--- src/rtl/puneh_datapath_v2_pkg.sv ---
// Shared types for the PUNEH v2 datapath: op encodings, FSM states, SR bit positions.
package puneh_v2_pkg;

    typedef enum logic [3:0] {
        OP_NOP   = 4'h0,
        OP_LDI   = 4'h1,
        OP_LDM   = 4'h2,
        OP_STM   = 4'h3,
        OP_ADDI  = 4'h4,
        OP_ADDM  = 4'h5,
        OP_MULM  = 4'h6,
        OP_ANDM  = 4'h7,
        OP_NOT   = 4'h8,
        OP_SHL   = 4'h9,
        OP_SHR   = 4'hA,
        OP_JMP   = 4'hB,
        OP_CLR   = 4'hC,
        OP_SETSR = 4'hD
    } op_code_e;

    typedef enum logic [1:0] {
        ST_IDLE = 2'd0,
        ST_MEM  = 2'd1,
        ST_MUL  = 2'd2
    } state_e;

    localparam int unsigned FLG_Z = 3;
    localparam int unsigned FLG_N = 2;
    localparam int unsigned FLG_C = 1;
    localparam int unsigned FLG_V = 0;

    function automatic logic is_mem_op(input op_code_e op);
        return op inside {OP_LDM, OP_STM, OP_ADDM, OP_MULM, OP_ANDM};
    endfunction

    // A flag contributes only if it is observed and matches its expected value.
    function automatic logic skip_cond(input logic [3:0] sr, input logic [3:0] exp_f,
                                       input logic [3:0] obs);
        return |(obs & ~(sr ^ exp_f));
    endfunction

endpackage

--- src/rtl/puneh_datapath_v2_if.sv ---
// Controller op channel and memory req/ack channel of the PUNEH v2 datapath.
interface puneh_datapath_v2_if #(
    parameter int unsigned DATA_W = 16,
    parameter int unsigned ADDR_W = 16,
    parameter int unsigned NUM_AC = 4
);
    localparam int unsigned SEL_W = $clog2(NUM_AC);

    logic              op_valid;
    logic              op_ready;
    logic [3:0]        op_code;
    logic [SEL_W-1:0]  ac_sel;
    logic [DATA_W-1:0] imm;

    logic              mem_req;
    logic              mem_we;
    logic [ADDR_W-1:0] mem_addr;
    logic [DATA_W-1:0] mem_wdata;
    logic [DATA_W-1:0] mem_rdata;
    logic              mem_ack;

    // master: controller plus memory; slave: the datapath
    modport master (
        output op_valid, op_code, ac_sel, imm, mem_rdata, mem_ack,
        input  op_ready, mem_req, mem_we, mem_addr, mem_wdata
    );

    modport slave (
        input  op_valid, op_code, ac_sel, imm, mem_rdata, mem_ack,
        output op_ready, mem_req, mem_we, mem_addr, mem_wdata
    );

endinterface

--- src/rtl/puneh_datapath_v2_seq_mul.sv ---
// Sequential shift-add multiplier: start loads and performs the first partial product,
// the remaining DATA_W-1 steps follow, done pulses for one cycle with prod valid.
module puneh_seq_mul #(
    parameter int unsigned DATA_W = 16
) (
    input  logic                  clk,
    input  logic                  rst,
    input  logic                  start,
    input  logic [DATA_W-1:0]     a,
    input  logic [DATA_W-1:0]     b,
    output logic                  done,
    output logic [2*DATA_W-1:0]   prod
);
    localparam int unsigned CNT_W = $clog2(DATA_W + 1);

    logic [2*DATA_W-1:0] prod_q;
    logic [2*DATA_W-1:0] mcand_q;
    logic [DATA_W-1:0]   mplier_q;
    logic [CNT_W-1:0]    cnt_q;
    logic                done_q;

    always_ff @(posedge clk or negedge rst) begin
        if (!rst) begin
            prod_q   <= '0;
            mcand_q  <= '0;
            mplier_q <= '0;
            cnt_q    <= '0;
            done_q   <= 1'b0;
        end else begin
            done_q <= 1'b0;
            if (start) begin
                prod_q   <= b[0] ? {{DATA_W{1'b0}}, a} : '0;
                mcand_q  <= {{(DATA_W-1){1'b0}}, a, 1'b0};
                mplier_q <= {1'b0, b[DATA_W-1:1]};
                cnt_q    <= CNT_W'(DATA_W - 1);
            end else if (cnt_q != '0) begin
                if (mplier_q[0]) begin
                    prod_q <= prod_q + mcand_q;
                end
                mcand_q  <= {mcand_q[2*DATA_W-2:0], 1'b0};
                mplier_q <= {1'b0, mplier_q[DATA_W-1:1]};
                cnt_q    <= cnt_q - CNT_W'(1);
                if (cnt_q == CNT_W'(1)) begin
                    done_q <= 1'b1;
                end
            end
        end
    end

    assign done = done_q;
    assign prod = prod_q;

endmodule

--- src/rtl/puneh_datapath_v2.sv ---
// PUNEH v2 datapath: accumulator bank, PC and Z/N/C/V status, driven by a valid/ready
// op channel, with a req/ack memory port and a multi-cycle multiplier.
module puneh_datapath_v2
    import puneh_v2_pkg::*;
#(
    parameter int unsigned DATA_W = 16,
    parameter int unsigned ADDR_W = 16,
    parameter int unsigned NUM_AC = 4
) (
    input  logic                  clk,
    input  logic                  rst,
    puneh_datapath_v2_if.slave    bus,
    input  logic [3:0]            skip_exp,
    input  logic [3:0]            skip_obs,
    output logic                  en_skp,
    output logic [ADDR_W-1:0]     pc_out,
    output logic [3:0]            sr_out,
    output logic                  busy
);
    localparam int unsigned SEL_W = $clog2(NUM_AC);

    state_e             state_q;
    op_code_e           op_q;
    logic [SEL_W-1:0]   sel_q;
    logic [DATA_W-1:0]  ac_q [NUM_AC];
    logic [ADDR_W-1:0]  pc_q;
    logic [3:0]         sr_q;
    logic               mem_req_q;
    logic               mem_we_q;
    logic [ADDR_W-1:0]  mem_addr_q;
    logic [DATA_W-1:0]  mem_wdata_q;

    op_code_e           cur_op;
    logic [SEL_W-1:0]   cur_sel;
    logic [DATA_W-1:0]  x_op;
    logic [DATA_W-1:0]  y_op;
    logic [DATA_W:0]    sum;
    logic [DATA_W-1:0]  res_d;
    logic [3:0]         sr_d;
    logic               ac_we;
    logic               set_zn;
    logic               accept;
    logic               ack_hit;
    logic               retire;
    logic               mul_start;
    logic               mul_done;
    logic [2*DATA_W-1:0] mul_prod;

    assign accept    = (state_q == ST_IDLE) && bus.op_valid;
    assign ack_hit   = (state_q == ST_MEM) && mem_req_q && bus.mem_ack;
    assign mul_start = ack_hit && (op_q == OP_MULM);
    assign retire    = (accept && !is_mem_op(cur_op))
                    || (ack_hit && (op_q != OP_MULM))
                    || ((state_q == ST_MUL) && mul_done);

    // In IDLE the live op fields drive the ALU; afterwards the latched ones do.
    always_comb begin
        if (state_q == ST_IDLE) begin
            cur_op  = op_code_e'(bus.op_code);
            cur_sel = bus.ac_sel;
            y_op    = bus.imm;
        end else begin
            cur_op  = op_q;
            cur_sel = sel_q;
            y_op    = bus.mem_rdata;
        end
        x_op   = ac_q[cur_sel];
        sum    = {1'b0, x_op} + {1'b0, y_op};
        res_d  = x_op;
        sr_d   = sr_q;
        ac_we  = 1'b0;
        set_zn = 1'b0;
        case (cur_op)
            OP_LDI, OP_LDM: begin
                res_d  = y_op;
                ac_we  = 1'b1;
                set_zn = 1'b1;
            end
            OP_ADDI, OP_ADDM: begin
                res_d       = sum[DATA_W-1:0];
                ac_we       = 1'b1;
                set_zn      = 1'b1;
                sr_d[FLG_C] = sum[DATA_W];
                sr_d[FLG_V] = (x_op[DATA_W-1] == y_op[DATA_W-1])
                           && (sum[DATA_W-1] != x_op[DATA_W-1]);
            end
            OP_ANDM: begin
                res_d  = x_op & y_op;
                ac_we  = 1'b1;
                set_zn = 1'b1;
            end
            OP_NOT: begin
                res_d  = ~x_op;
                ac_we  = 1'b1;
                set_zn = 1'b1;
            end
            OP_SHL: begin
                res_d       = {x_op[DATA_W-2:0], 1'b0};
                ac_we       = 1'b1;
                set_zn      = 1'b1;
                sr_d[FLG_C] = x_op[DATA_W-1];
            end
            OP_SHR: begin
                res_d       = {1'b0, x_op[DATA_W-1:1]};
                ac_we       = 1'b1;
                set_zn      = 1'b1;
                sr_d[FLG_C] = x_op[0];
            end
            OP_CLR: begin
                res_d = '0;
                ac_we = 1'b1;
            end
            OP_SETSR: begin
                sr_d = y_op[3:0];
            end
            OP_MULM: begin
                res_d       = mul_prod[DATA_W-1:0];
                ac_we       = 1'b1;
                set_zn      = 1'b1;
                sr_d[FLG_C] = 1'b0;
                sr_d[FLG_V] = |mul_prod[2*DATA_W-1:DATA_W];
            end
            default: ;
        endcase
        if (set_zn) begin
            sr_d[FLG_Z] = ~|res_d;
            sr_d[FLG_N] = res_d[DATA_W-1];
        end
    end

    always_ff @(posedge clk or negedge rst) begin
        if (!rst) begin
            state_q     <= ST_IDLE;
            op_q        <= OP_NOP;
            sel_q       <= '0;
            pc_q        <= '0;
            sr_q        <= '0;
            mem_req_q   <= 1'b0;
            mem_we_q    <= 1'b0;
            mem_addr_q  <= '0;
            mem_wdata_q <= '0;
            for (int unsigned i = 0; i < NUM_AC; i++) begin
                ac_q[i] <= '0;
            end
        end else begin
            case (state_q)
                ST_IDLE: begin
                    if (accept && is_mem_op(cur_op)) begin
                        state_q     <= ST_MEM;
                        op_q        <= cur_op;
                        sel_q       <= bus.ac_sel;
                        mem_req_q   <= 1'b1;
                        mem_we_q    <= (cur_op == OP_STM);
                        mem_addr_q  <= bus.imm[ADDR_W-1:0];
                        mem_wdata_q <= x_op;
                    end
                end
                ST_MEM: begin
                    if (ack_hit) begin
                        mem_req_q <= 1'b0;
                        mem_we_q  <= 1'b0;
                        state_q   <= (op_q == OP_MULM) ? ST_MUL : ST_IDLE;
                    end
                end
                ST_MUL: begin
                    if (mul_done) begin
                        state_q <= ST_IDLE;
                    end
                end
                default: state_q <= ST_IDLE;
            endcase

            if (retire) begin
                if (ac_we) begin
                    ac_q[cur_sel] <= res_d;
                end
                sr_q <= sr_d;
                pc_q <= (cur_op == OP_JMP) ? y_op[ADDR_W-1:0] : pc_q + ADDR_W'(1);
            end
        end
    end

    puneh_seq_mul #(
        .DATA_W (DATA_W)
    ) u_mul (
        .clk   (clk),
        .rst   (rst),
        .start (mul_start),
        .a     (ac_q[sel_q]),
        .b     (bus.mem_rdata),
        .done  (mul_done),
        .prod  (mul_prod)
    );

    assign bus.op_ready  = (state_q == ST_IDLE);
    assign bus.mem_req   = mem_req_q;
    assign bus.mem_we    = mem_we_q;
    assign bus.mem_addr  = mem_addr_q;
    assign bus.mem_wdata = mem_wdata_q;
    assign busy          = (state_q != ST_IDLE);
    assign pc_out        = pc_q;
    assign sr_out        = sr_q;
    assign en_skp        = skip_cond(sr_q, skip_exp, skip_obs);

endmodule
--- src/flat_wrapper.sv ---
// flat-port wrapper written by rule: the top's interface ports become plain ports
module puneh_datapath_v2_flat import puneh_v2_pkg::*;
#(
    parameter int unsigned DATA_W = 16,
    parameter int unsigned ADDR_W = 16,
    parameter int unsigned NUM_AC = 4
)
  (clk, rst, skip_exp, skip_obs, en_skp, pc_out, sr_out, busy, bus_op_valid, bus_op_code, bus_ac_sel, bus_imm, bus_mem_rdata, bus_mem_ack, bus_op_ready, bus_mem_req, bus_mem_we, bus_mem_addr, bus_mem_wdata);
  puneh_datapath_v2_if #(.DATA_W(DATA_W), .ADDR_W(ADDR_W), .NUM_AC(NUM_AC)) bus_i ();
  input  logic clk;
  input  logic rst;
  input  logic [3:0] skip_exp;
  input  logic [3:0] skip_obs;
  output logic en_skp;
  output logic [ADDR_W-1:0] pc_out;
  output logic [3:0] sr_out;
  output logic busy;
  input wire logic [$bits(bus_i.op_valid)-1:0] bus_op_valid;
  input wire logic [$bits(bus_i.op_code)-1:0] bus_op_code;
  input wire logic [$bits(bus_i.ac_sel)-1:0] bus_ac_sel;
  input wire logic [$bits(bus_i.imm)-1:0] bus_imm;
  input wire logic [$bits(bus_i.mem_rdata)-1:0] bus_mem_rdata;
  input wire logic [$bits(bus_i.mem_ack)-1:0] bus_mem_ack;
  output wire logic [$bits(bus_i.op_ready)-1:0] bus_op_ready;
  output wire logic [$bits(bus_i.mem_req)-1:0] bus_mem_req;
  output wire logic [$bits(bus_i.mem_we)-1:0] bus_mem_we;
  output wire logic [$bits(bus_i.mem_addr)-1:0] bus_mem_addr;
  output wire logic [$bits(bus_i.mem_wdata)-1:0] bus_mem_wdata;
  assign bus_i.op_valid = bus_op_valid;
  assign bus_i.op_code = bus_op_code;
  assign bus_i.ac_sel = bus_ac_sel;
  assign bus_i.imm = bus_imm;
  assign bus_i.mem_rdata = bus_mem_rdata;
  assign bus_i.mem_ack = bus_mem_ack;
  assign bus_op_ready = bus_i.op_ready;
  assign bus_mem_req = bus_i.mem_req;
  assign bus_mem_we = bus_i.mem_we;
  assign bus_mem_addr = bus_i.mem_addr;
  assign bus_mem_wdata = bus_i.mem_wdata;
  puneh_datapath_v2 #(.DATA_W(DATA_W), .ADDR_W(ADDR_W), .NUM_AC(NUM_AC)) u_core (.clk(clk), .rst(rst), .bus(bus_i), .skip_exp(skip_exp), .skip_obs(skip_obs), .en_skp(en_skp), .pc_out(pc_out), .sr_out(sr_out), .busy(busy));
endmodule
--- config.mk ---
export PLATFORM = sky130hd
export DESIGN_NAME = puneh_datapath_v2_flat
export DESIGN_NICKNAME = d
export VERILOG_FILES = /design/src/rtl/puneh_datapath_v2_pkg.sv /design/src/rtl/puneh_datapath_v2_if.sv /design/src/rtl/puneh_datapath_v2_seq_mul.sv /design/src/rtl/puneh_datapath_v2.sv /design/src/flat_wrapper.sv
export SDC_FILE = /design/constraint.sdc
export NUM_CORES = 1
export LEC_CHECK = 0
export CORE_MARGIN = 8
export CORE_UTILIZATION = 60
export CTS_CLUSTER_DIAMETER = 40
export CTS_CLUSTER_SIZE = 12
export DETAILED_ROUTE_END_ITERATION = 6
export HOLD_SLACK_MARGIN = 0.05
export PLACE_DENSITY = 0.82
export SYNTH_ARGS = -nofsm -noshare
export SYNTH_HDL_FRONTEND = slang
export SYNTH_HIERARCHICAL = 1
export SYNTH_SLANG_ARGS = --single-unit
--- constraint.sdc ---
create_clock -name clk -period 10.4 [get_ports clk]
set_clock_uncertainty 0.05 [all_clocks]
set_input_delay 2.08 -clock clk [delete_from_list [all_inputs] [get_ports clk]]
set_output_delay 2.08 -clock clk [all_outputs]
set_load 0.01 [all_outputs]
## Word-level counts from Yosys, hierarchy flattened

Index checks and enable logic that the tools add are counted.
W data, S select, Z words.

| storage, ports and cells | value |
|---|---|
| register bits after elaboration | 212 |
| output and inout bits | 57 |
| logic and storage cells | 139 |

| operators by class | value |
|---|---|
| add/subtract/negate cells | 4 |
| magnitude comparators | 3 |
| equal/unequal tests | 23 |
| mux-type cells | 43 |
| bitwise gates (word level) | 7 |
| reduce and logical (&&, ||, !) cells | 39 |

Operators by type and width:

| kind | count |
|---|---|
| $mux W16 | 10 |
| $mux W32 | 5 |
| $pmux W16 S8 | 1 |
| $bmux W16 S2 | 2 |
| $bwmux W64 | 1 |
| $add A32 B32 Y32 | 1 |
| $demux W16 S2 | 1 |
| $reduce_or A16 Y1 | 2 |
| $eq A4 B4 Y1 const B | 6 |
| $eq A4 B3 Y1 const B | 5 |
| $add A16 B16 Y17 | 1 |
| $add A16 B1 Y16 const B | 1 |
| $and A16 B16 Y16 | 1 |
| $not A16 Y16 | 1 |
| $reduce_bool A5 Y1 | 3 |
| $mux W2 | 7 |
| $reduce_and A2 Y1 | 6 |
| $logic_and A1 B1 Y1 | 10 |
| $mux W5 | 2 |
| $reduce_bool A2 Y1 | 5 |
| $reduce_or A10 Y1 | 1 |
| $reduce_or A9 Y1 | 1 |
| $eq A4 B2 Y1 const B | 2 |
| $mux W1 | 8 |
| other kinds (28) | 36 |

## Logic depth before layout (Yosys ltp)

Gate-level depths: netlist of run 1.

| depth | value |
|---|---|
| word-level depth | 11 |
| gate-level depth with buffers | 20 |

## Modules after synthesis

The synthesis of run 1 kept the hierarchy.

By module, submodules not included:

| module | instances | cells each | area an instance (um^2) | sequential area each (um^2) |
|---|---|---|---|---|
| puneh_datapath_v2 | 1 | 895 | 8,625.8 | 3,153.0 |
| puneh_seq_mul | 1 | 600 | 5,306.3 | 2,102.0 |

## Worst setup path after synthesis of run 1

No wires, ideal clock.

| timing | value |
|---|---|
| path type | in2reg |
| from | input port bus_ac_sel[0] |
| to | register u_core.sr_q[3], in the netlist u_core/sr_out[3] |
| data arrival time | 5,612 ps |
| required time | 10,258 ps |
| slack | 4,646 ps |
| stages | 17 |
| buffers on the path | 2 |
| path through | or3b_1 -> buf_2 -> nand2_1 -> mux4_2 -> ha_1 -> clkbuf_1 -> a21oi_1 -> nand3_1 -> o21ai_0 -> a22o_1 -> a221o_1 -> a21oi_1 -> o2111ai_1 -> a311oi_2 -> nor2b_1 -> nand4b_1 -> o31ai_2 |

| between the ends | value |
|---|---|
| longest elaborated chain between the ends | 10 |
| elaborated cells on any way between the ends | 12 |
| those cells by class | add/sub: 1; mux: 6; bitwise: 3; reduce/logical: 2 |

RTL lines:

| element | RTL line | text |
|---|---|---|
| start, declared | flat_wrapper.sv:20 | `input wire logic [$bits(bus_i.ac_sel)-1:0] bus_ac_sel;` |
| $mux W2 * | puneh_datapath_v2.sv:58 | `if (state_q == ST_IDLE) begin` |
| $not A2 Y3 (implied by the code) * | puneh_datapath_v2.sv:67 | `x_op = ac_q[cur_sel];` |
| $bmux W16 S2 * | puneh_datapath_v2.sv:67 |  |
| $mux W16 (implied by the code) * (2 in a row) | puneh_datapath_v2.sv:67 |  |
| named net u_core.x_op[10] | puneh_datapath_v2.sv:35 | `logic [DATA_W-1:0] x_op;` |
| $add A16 B16 Y17 (tied with other cells) | puneh_datapath_v2.sv:68 | `sum = {1'b0, x_op} + {1'b0, y_op};` |
| $pmux W16 S8 * | puneh_datapath_v2.sv:73 | `case (cur_op)` |
| $reduce_or A16 Y1 * | puneh_datapath_v2.sv:126 | `sr_d[FLG_Z] = ~\|res_d;` |
| $logic_not A1 Y1 * | puneh_datapath_v2.sv:126 |  |
| $mux W2 * | puneh_datapath_v2.sv:125 | `if (set_zn) begin` |
| end signal, assigned | puneh_datapath_v2.sv:177 | `sr_q <= sr_d;` |
| end, declared | puneh_datapath_v2.sv:27 | `logic [3:0] sr_q;` |

Mark *: on every way through the listed nets, which the timed path passes. The rest lies on a longest branch. The select of a mux whose other input is x is not followed.
A chain may end at the register's enable or synchronous reset.

## Worst setup path in the final report of run 1

Ends and elaborated chain as after synthesis.

==> metrics.txt, run 1 <==
status finished clean; number of setup buffers added after CTS 0; clock power share 19.5%; EDFF count, synth 0; Place WS 3.66 ns; vias per cell 6.73; Ys Warns 6; R2R Path End u_core/sr_out[3]; Int Power 3.33 mW; Max Clk Rate 159 MHz; Crit Path Max Fanout 8; Antenna Nets Post-Route 0; Max Root-Sink Buffers 3; WP data required 10.77 ns; worst r2r path cells 12; Global Route Usage Sum 30.5%; CP endpoint kind flip-flop; Top FF cell, synth dfrtp_1; busiest grt layer met2; Peak VDD IR 256 uV; Residual DRC 0; Tightest Pin Transition 1.24 ns; Async S/R FF share, synth 100%; Comb pwr share 56.2%; Tmin final 6.30 ns; Max-slew headroom 16.8%; slowest library cell on the worst path mux4_2; largest net degree at the start of global routing 114; flop2flop setup slack 5.27 ns; Final Cycle Share 60.6%; Final Hold Fails 0; CP most frequent cell a21oi_1; Clock transition at path regs 0.05 ns; hold path cells 2; power consumption 6.16 mW; clock latency on the worst-skew pair 0.52 ns; DIE WIDTH 168 um; Via Count 12663; WHS Endpoint u_core/bus.mem_wdata[1]; hold crit path type reg2reg; dpl hpwl 31500 um; Top Ports 107; syn nets 1597; Setup Total Neg Slack 0 ns; Leakage Power 6.94 nW; Flop pwr share 24.3%; max_cap viols 0; Power Density 376 nW/um^2; Global Route met3 Usage 4.54%; htree depth 2; Initial Utilization 61.3%; WL/cell 23.3 um; first-pass GRT wire length 69100 um; launch point of the worst reg-to-reg path u_core/state_q[1]; fraction of layout cells with a size suffix above 1 13.9%; GRT met1 Usage 39.2%; # hold bufs at CTS 0; Post-Synthesis Mean Instance Area 9.32 um^2; post-CTS resize count 0; CTS Root Cell clkbuf_16; TritonCTS Buffers 36; Critical Path AT 6.67 ns; Remaining Overflow, GRT 0; Port-buffer cells 106; crit path cell chain clkdlybuf4s50_1, or3b_1, nand2_1, mux4_2, ha_1, and2_0, a21oi_1, o21ai_0, a222oi_1, o2111ai_1, a21oi_1, o311ai_1, and4b_1, nand4b_1, o31ai_2; DRT iter0 DRCs 1273; RSZ-0062 raised after global routing false; met2 Track Usage GR 50.2%; crit path kind in2reg; initial antenna violation count 0; ant diodes 0; hold_sp u_core/bus.mem_wdata[1]; CTS tree yes; gp weighted congestion 0.970; Area growth syn-to-layout 17.5%; die extent in y 168 um; Synth Instances 1495; final worst setup slack 4.10 ns; startpoint class of the critical path input port; max incr delay on CP 0.64 ns; Setup violations, final 0; vias in the first global route 12338; CORE AREA 22700 um^2; row cnt 55; drt first pass iters 6; post-synthesis sequential area ratio 37.7%; CTS sink cnt 210; Switching Fraction 45.9%; fin. max-slew vios 0; post-synthesis sequential element count 210; Total Wirelength 43800 um; die area 28400 um^2; Psw 2.83 mW; nets@finish 1673; Synth cell types 104; Cell Area, Synth 13900 um^2
## Yosys cell counts (9+ instances only)
library cell / instances / area share, %
ha_1: 51 / 4.6
o22ai_1: 25 / 1.1
a211oi_1: 9 / 0.48
mux2i_1: 50 / 3.6
nand3_1: 39 / 1.4
o21a_1: 10 / 0.54
xor2_1: 14 / 0.88
dfrtp_1: 210 / 38
nor2b_1: 17 / 0.76
nand4_1: 24 / 1.1
nand2_1: 207 / 5.6
mux4_2: 28 / 4.5
nand2b_1: 12 / 0.54
mux2_2: 72 / 5.8
nor3_1: 20 / 0.72
xnor2_1: 22 / 1.4
nor4_1: 11 / 0.49
a31oi_1: 16 / 0.72
o21ai_0: 104 / 3.7
a22oi_1: 15 / 0.81
and3_1: 15 / 0.67
clkbuf_1: 63 / 1.7
a21oi_1: 131 / 4.7
inv_1: 29 / 0.78
nor2_1: 94 / 2.5
a21o_1: 19 / 1.0
## flip-flops by register name, summed over array words and instances, names as in the netlist
signal and count:
u_core/sr_out 4, u_core/u_mul/mplier_q 15, u_core/state_q 2, u_core/u_mul/cnt_q 5, u_core/pc_out 16, u_core/sel_q 2
u_core/op_q 4, u_core/bus.mem_wdata 16, u_core/u_mul/done 1, u_core/u_mul/mcand_q 31, u_core/bus.mem_we 1, u_core/bus.mem_req 1
u_core/bus.mem_addr 16, u_core/ac_q 64, u_core/u_mul/prod 32
## metal layers
layer	wire length [um]	vias up
met5	0	-
met4	2000	0
met3	3350	109
met2	20700	596
met1	17700	6218
li1	-	5740
## worst max-delay path, delay by kind of cell
kind	cells	cell delay (ns)
muxes	1	0.64
AOI/OAI and AO/OA	7	1.43
and+or+nand+nor	5	1.60
buffers and inverters	1	0.51
adders and majority gates	1	0.40
## cells in the final DEF (no fill, tap or decap), types with 11 or more instances in the layout
master,Yosys,routed
dfrtp_1,210,210
nand2_1,207,207
a21oi_1,131,131
clkdlybuf4s50_1,0,105
o21ai_0,104,104
nor2_1,94,92
mux2_2,72,72
ha_1,51,51
mux2i_1,50,50
nand3_1,39,39
clkbuf_16,0,38
inv_1,29,29
mux4_2,28,28
o22ai_1,25,25
nand4_1,24,24
xnor2_1,22,22
a21o_1,19,19
nor3_1,20,19
buf_4,2,17
nor2b_1,17,17
a31oi_1,16,16
and3_1,15,15
a22oi_1,15,15
xor2_1,14,14
nand2b_1,12,12
nor4_1,11,11
## kinds of logic after synthesis
family	share of synthesized area [%]
compound gates	20.6
xor+xnor	2.26
fa+ha+maj	4.72
buf+inv	3.61
flops	37.7
mux	14.2
simple gates	16.9
## stage by stage
stage                     hold slack [ns]  util (%)  cells  area, um^2
after global placement              0.414      66.6   1818       15100
after global routing                0.475      72.1   1882       16400
after floorplan                     0.405         -   1495       13900
final                               0.443      72.1   1882       16400
after detailed placement            0.432      66.6   1818       15100
after CTS                           0.443      72.1   1882       16400
## power by group through the flow
stage	sequential, mW	combinational [mW]	clock, mW
floorplan	1.41	2.37	0
global placement	1.47	3.32	0
detailed placement	1.49	3.36	0
CTS	1.49	3.39	1.21
global route	1.54	3.73	1.25
finish	1.50	3.47	1.20
## layout make-up
cell class / count / area [um^2]
multi-input combinational: 1170 / 8220
fill: 1662 / 6330
sequential: 210 / 5260
timing repair buffer: 123 / 1190
clock buffer: 49 / 1060
tap: 285 / 357
clock inverter: 15 / 178
inverter: 30 / 113
## how the worst max path moves through the flow
stage,startpoint,end,cells past startpoint
5_1_grt,bus_ac_sel[0],u_core/sr_out[3],15
6_report,bus_ac_sel[0],u_core/sr_out[3],15
2_1_floorplan,bus_ac_sel[0],u_core/sr_out[3],17
4_1_cts,bus_ac_sel[0],u_core/sr_out[3],15
3_3_place_gp,bus_ac_sel[0],u_core/sr_out[3],15
3_5_place_dp,bus_ac_sel[0],u_core/sr_out[3],15
Power figures use the tool's default switching activity.
==> inputs of run 2 (changes only) <==
- CORE_UTILIZATION: 60 -> 54
- PLACE_DENSITY: 0.82 -> 0.78
- clock period: 10.4 -> 5.2 ns (I/O delays scaled with it)
==> run 2 against run 1 <==
  * Via count grew 0.53%
  * Setup slack lost 3.6 ns
  * Cell area grew 3.5%
  * Count of clock-buffer cells in the layout shrank 11
  * Register-to-register slack lost 4.7 ns
  * Critical path depth is the same
  * Final cell count grew 5.7%
  * Die area grew 10%
==> metrics.txt, run 2 (synthesized netlist as in run 1, its figures left out) <==
CORE AREA 25300 um^2 (+11%); placed cell area 15700 um^2 (+3.7%); die area 31200 um^2 (+10%); R2R Path End u_core/sr_out[3]; flop2flop setup slack 0.58 ns (-4.69 ns); row cnt 58 (+5.5%); Antenna Nets Post-Route 0 (unchanged); Final Hold Fails 0 (unchanged); WHS Endpoint u_core/bus.mem_wdata[1]; Max Clk Rate 213 MHz; hold path cells 2 (unchanged); CTS tree yes; worst r2r path cells 14 (+2); drt first pass iters 6 (unchanged); # hold bufs at CTS 0 (unchanged); startpoint class of the critical path input port; number of setup buffers added after CTS 0 (unchanged); Int Power 7.19 mW (+120%); dpl hpwl 32600 um (+3.7%); Tmin final 4.68 ns; Final Cycle Share 90.1%; vias per cell 6.40 (-4.9%); Switching Fraction 44.5% (-1.4 points); Via Count 12730 (+0.53%); clock latency on the worst-skew pair 0.50 ns (-0.02 ns); WL/cell 22.0 um (-5.3%); Clock transition at path regs 0.05 ns (about the same); commonest cells after routing, fill and taps aside dfrtp_1, nand2_1, a21oi_1, clkdlybuf4s50_1, o21ai_0; initial antenna violation count 0 (unchanged); TritonCTS Buffers 35 (-2.8%); Power Density 765 nW/um^2 (+100%); Leakage Power 7.28 nW (+4.8%); Initial Utilization 55.2% (-6.2 points); die extent in y 177 um (+4.9%); Critical Path AT 5.08 ns (-1.59 ns); htree depth 2 (unchanged); commonest non-fill, non-tap cell in the layout dfrtp_1; largest net degree at the start of global routing 124 (+8.8%); Max-slew headroom 27.1% (+10 points); status finished clean; vias in the first global route 12450 (+0.91%); Area growth syn-to-layout 21.6%; Placed Instances 1928 (+6.1%); Total Wirelength 43800 um (+0.14%); Peak VDD IR 539 uV (+110%); fin cells 1990 (+5.7%); RSZ-0062 raised after global routing false; ant diodes 0 (unchanged); Flop pwr share 22.7% (-1.6 points); nets@finish 1737 (+3.8%); Crit Path Max Fanout 11 (+3); Tightest Pin Transition 1.09 ns (-0.151 ns); CTS Root Cell clkbuf_16; Port-buffer cells 106 (unchanged); DRT iter0 DRCs 1125 (-12%); CP endpoint kind flip-flop; Design Area, Final 16900 um^2 (+3.5%); area occupied by multi-input gates 8210 um^2 (about the same); post-CTS resize count 0 (unchanged); hold_sp u_core/bus.mem_wdata[1]; gp weighted congestion 0.997 (+2.7%); fin. max-slew vios 0 (unchanged); Place WS 0.0727 ns (-3.58 ns); Psw 5.77 mW (+100%); Remaining Overflow, GRT 0 (unchanged); Finished Core Util 67.1% (-5.0 points); Setup Total Neg Slack 0 ns (unchanged); WP data required 5.59 ns (-5.18 ns); Comb pwr share 58.4% (+2.2 points); final worst setup slack 0.516 ns (-3.58 ns); clock power share 18.8% (-0.7 points); Setup violations, final 0 (unchanged); crit path kind in2reg; fraction of layout cells with a size suffix above 1 17.3% (+3.4 points); storage element area 5260 um^2 (unchanged); CTS sink cnt 210 (unchanged); Global Route Usage Sum 27.9% (-2.5 points); Hold Slack 0.442 ns (-0.000929 ns); max_cap viols 0 (unchanged); DIE WIDTH 177 um (+4.9%); max reg flops 64 (unchanged); hold crit path type reg2reg; first-pass GRT wire length 69800 um (+0.99%); Max Root-Sink Buffers 3 (unchanged); Layout fillers 2023 (+22%); Top Ports 107 (unchanged); Largest Register u_core/ac_q; Residual DRC 0 (unchanged); power consumption 13.0 mW (+110%); launch point of the worst reg-to-reg path u_core/state_q[1]
-- run 2: cell count changes in the layout (fill, tap and decap cells not counted), moves of 2 or more --
| cell | previous run | this run |
|---|---|---|
| buf_12 | 0 | 2 |
| clkinv_2 | 1 | 4 |
| clkbuf_1 | 4 | 0 |
| buf_4 | 17 | 80 |
| inv_8 | 1 | 3 |
| clkinv_4 | 2 | 4 |
| clkbuf_8 | 8 | 2 |
| bufinv_16 | 2 | 5 |
-- run 2: how the worst max path moves through the flow --
stage / start / to / depth (start not counted)
after floorplan: bus_ac_sel[0] / u_core/sr_out[3] / 17
after global placement: bus_ac_sel[1] / u_core/sr_out[3] / 16
after detailed placement: bus_ac_sel[0] / u_core/sr_out[3] / 16
after CTS: bus_ac_sel[0] / u_core/sr_out[3] / 16
after global routing: bus_ac_sel[1] / u_core/sr_out[3] / 16
final: bus_ac_sel[1] / u_core/ac_q[12] / 15
-- run 2: layer usage --
metal | track usage (%) | vias to the layer above | wire length, um
met5 | 0 | - | 0
met4 | 11.2 | 0 | 1730
met3 | 4.63 | 111 | 3030
met2 | 45.5 | 487 | 20800
met1 | 36.6 | 6272 | 18300
li1 | - | 5860 | -
-- run 2: cell type report --
class	count	share of cell area, %
clock buffers	38	5.55
clock inverters	24	1.81
inverters	30	0.665
well taps	330	2.44
flip-flops and latches	210	31.0
multi-input cells	1170	48.5
repair buffers	188	10.1
-- run 2: worst max-delay path: stages --
cell and delay (ns):
clkdlybuf4s50_1 0.51, or3b_4 0.41, nand2_2 0.24, buf_4 0.22
nand3_2 0.11, and3_4 0.20, nor2_1 0.12, ha_1 0.16
a31oi_1 0.05, o311ai_1 0.44, and4b_1 0.35, nor2_1 0.09
o311ai_0 0.74, buf_4 0.25, mux2_2 0.15
-- run 2: power by group through the flow --
stage,Clock [mW],Combinational (mW),Sequential (mW)
4_1_cts,2.48,7.44,2.93
2_1_floorplan,0,4.73,2.81
3_5_place_dp,0,7.36,2.94
5_1_grt,2.55,8.15,3.04
6_report,2.44,7.57,2.94
3_3_place_gp,0,7.25,2.91
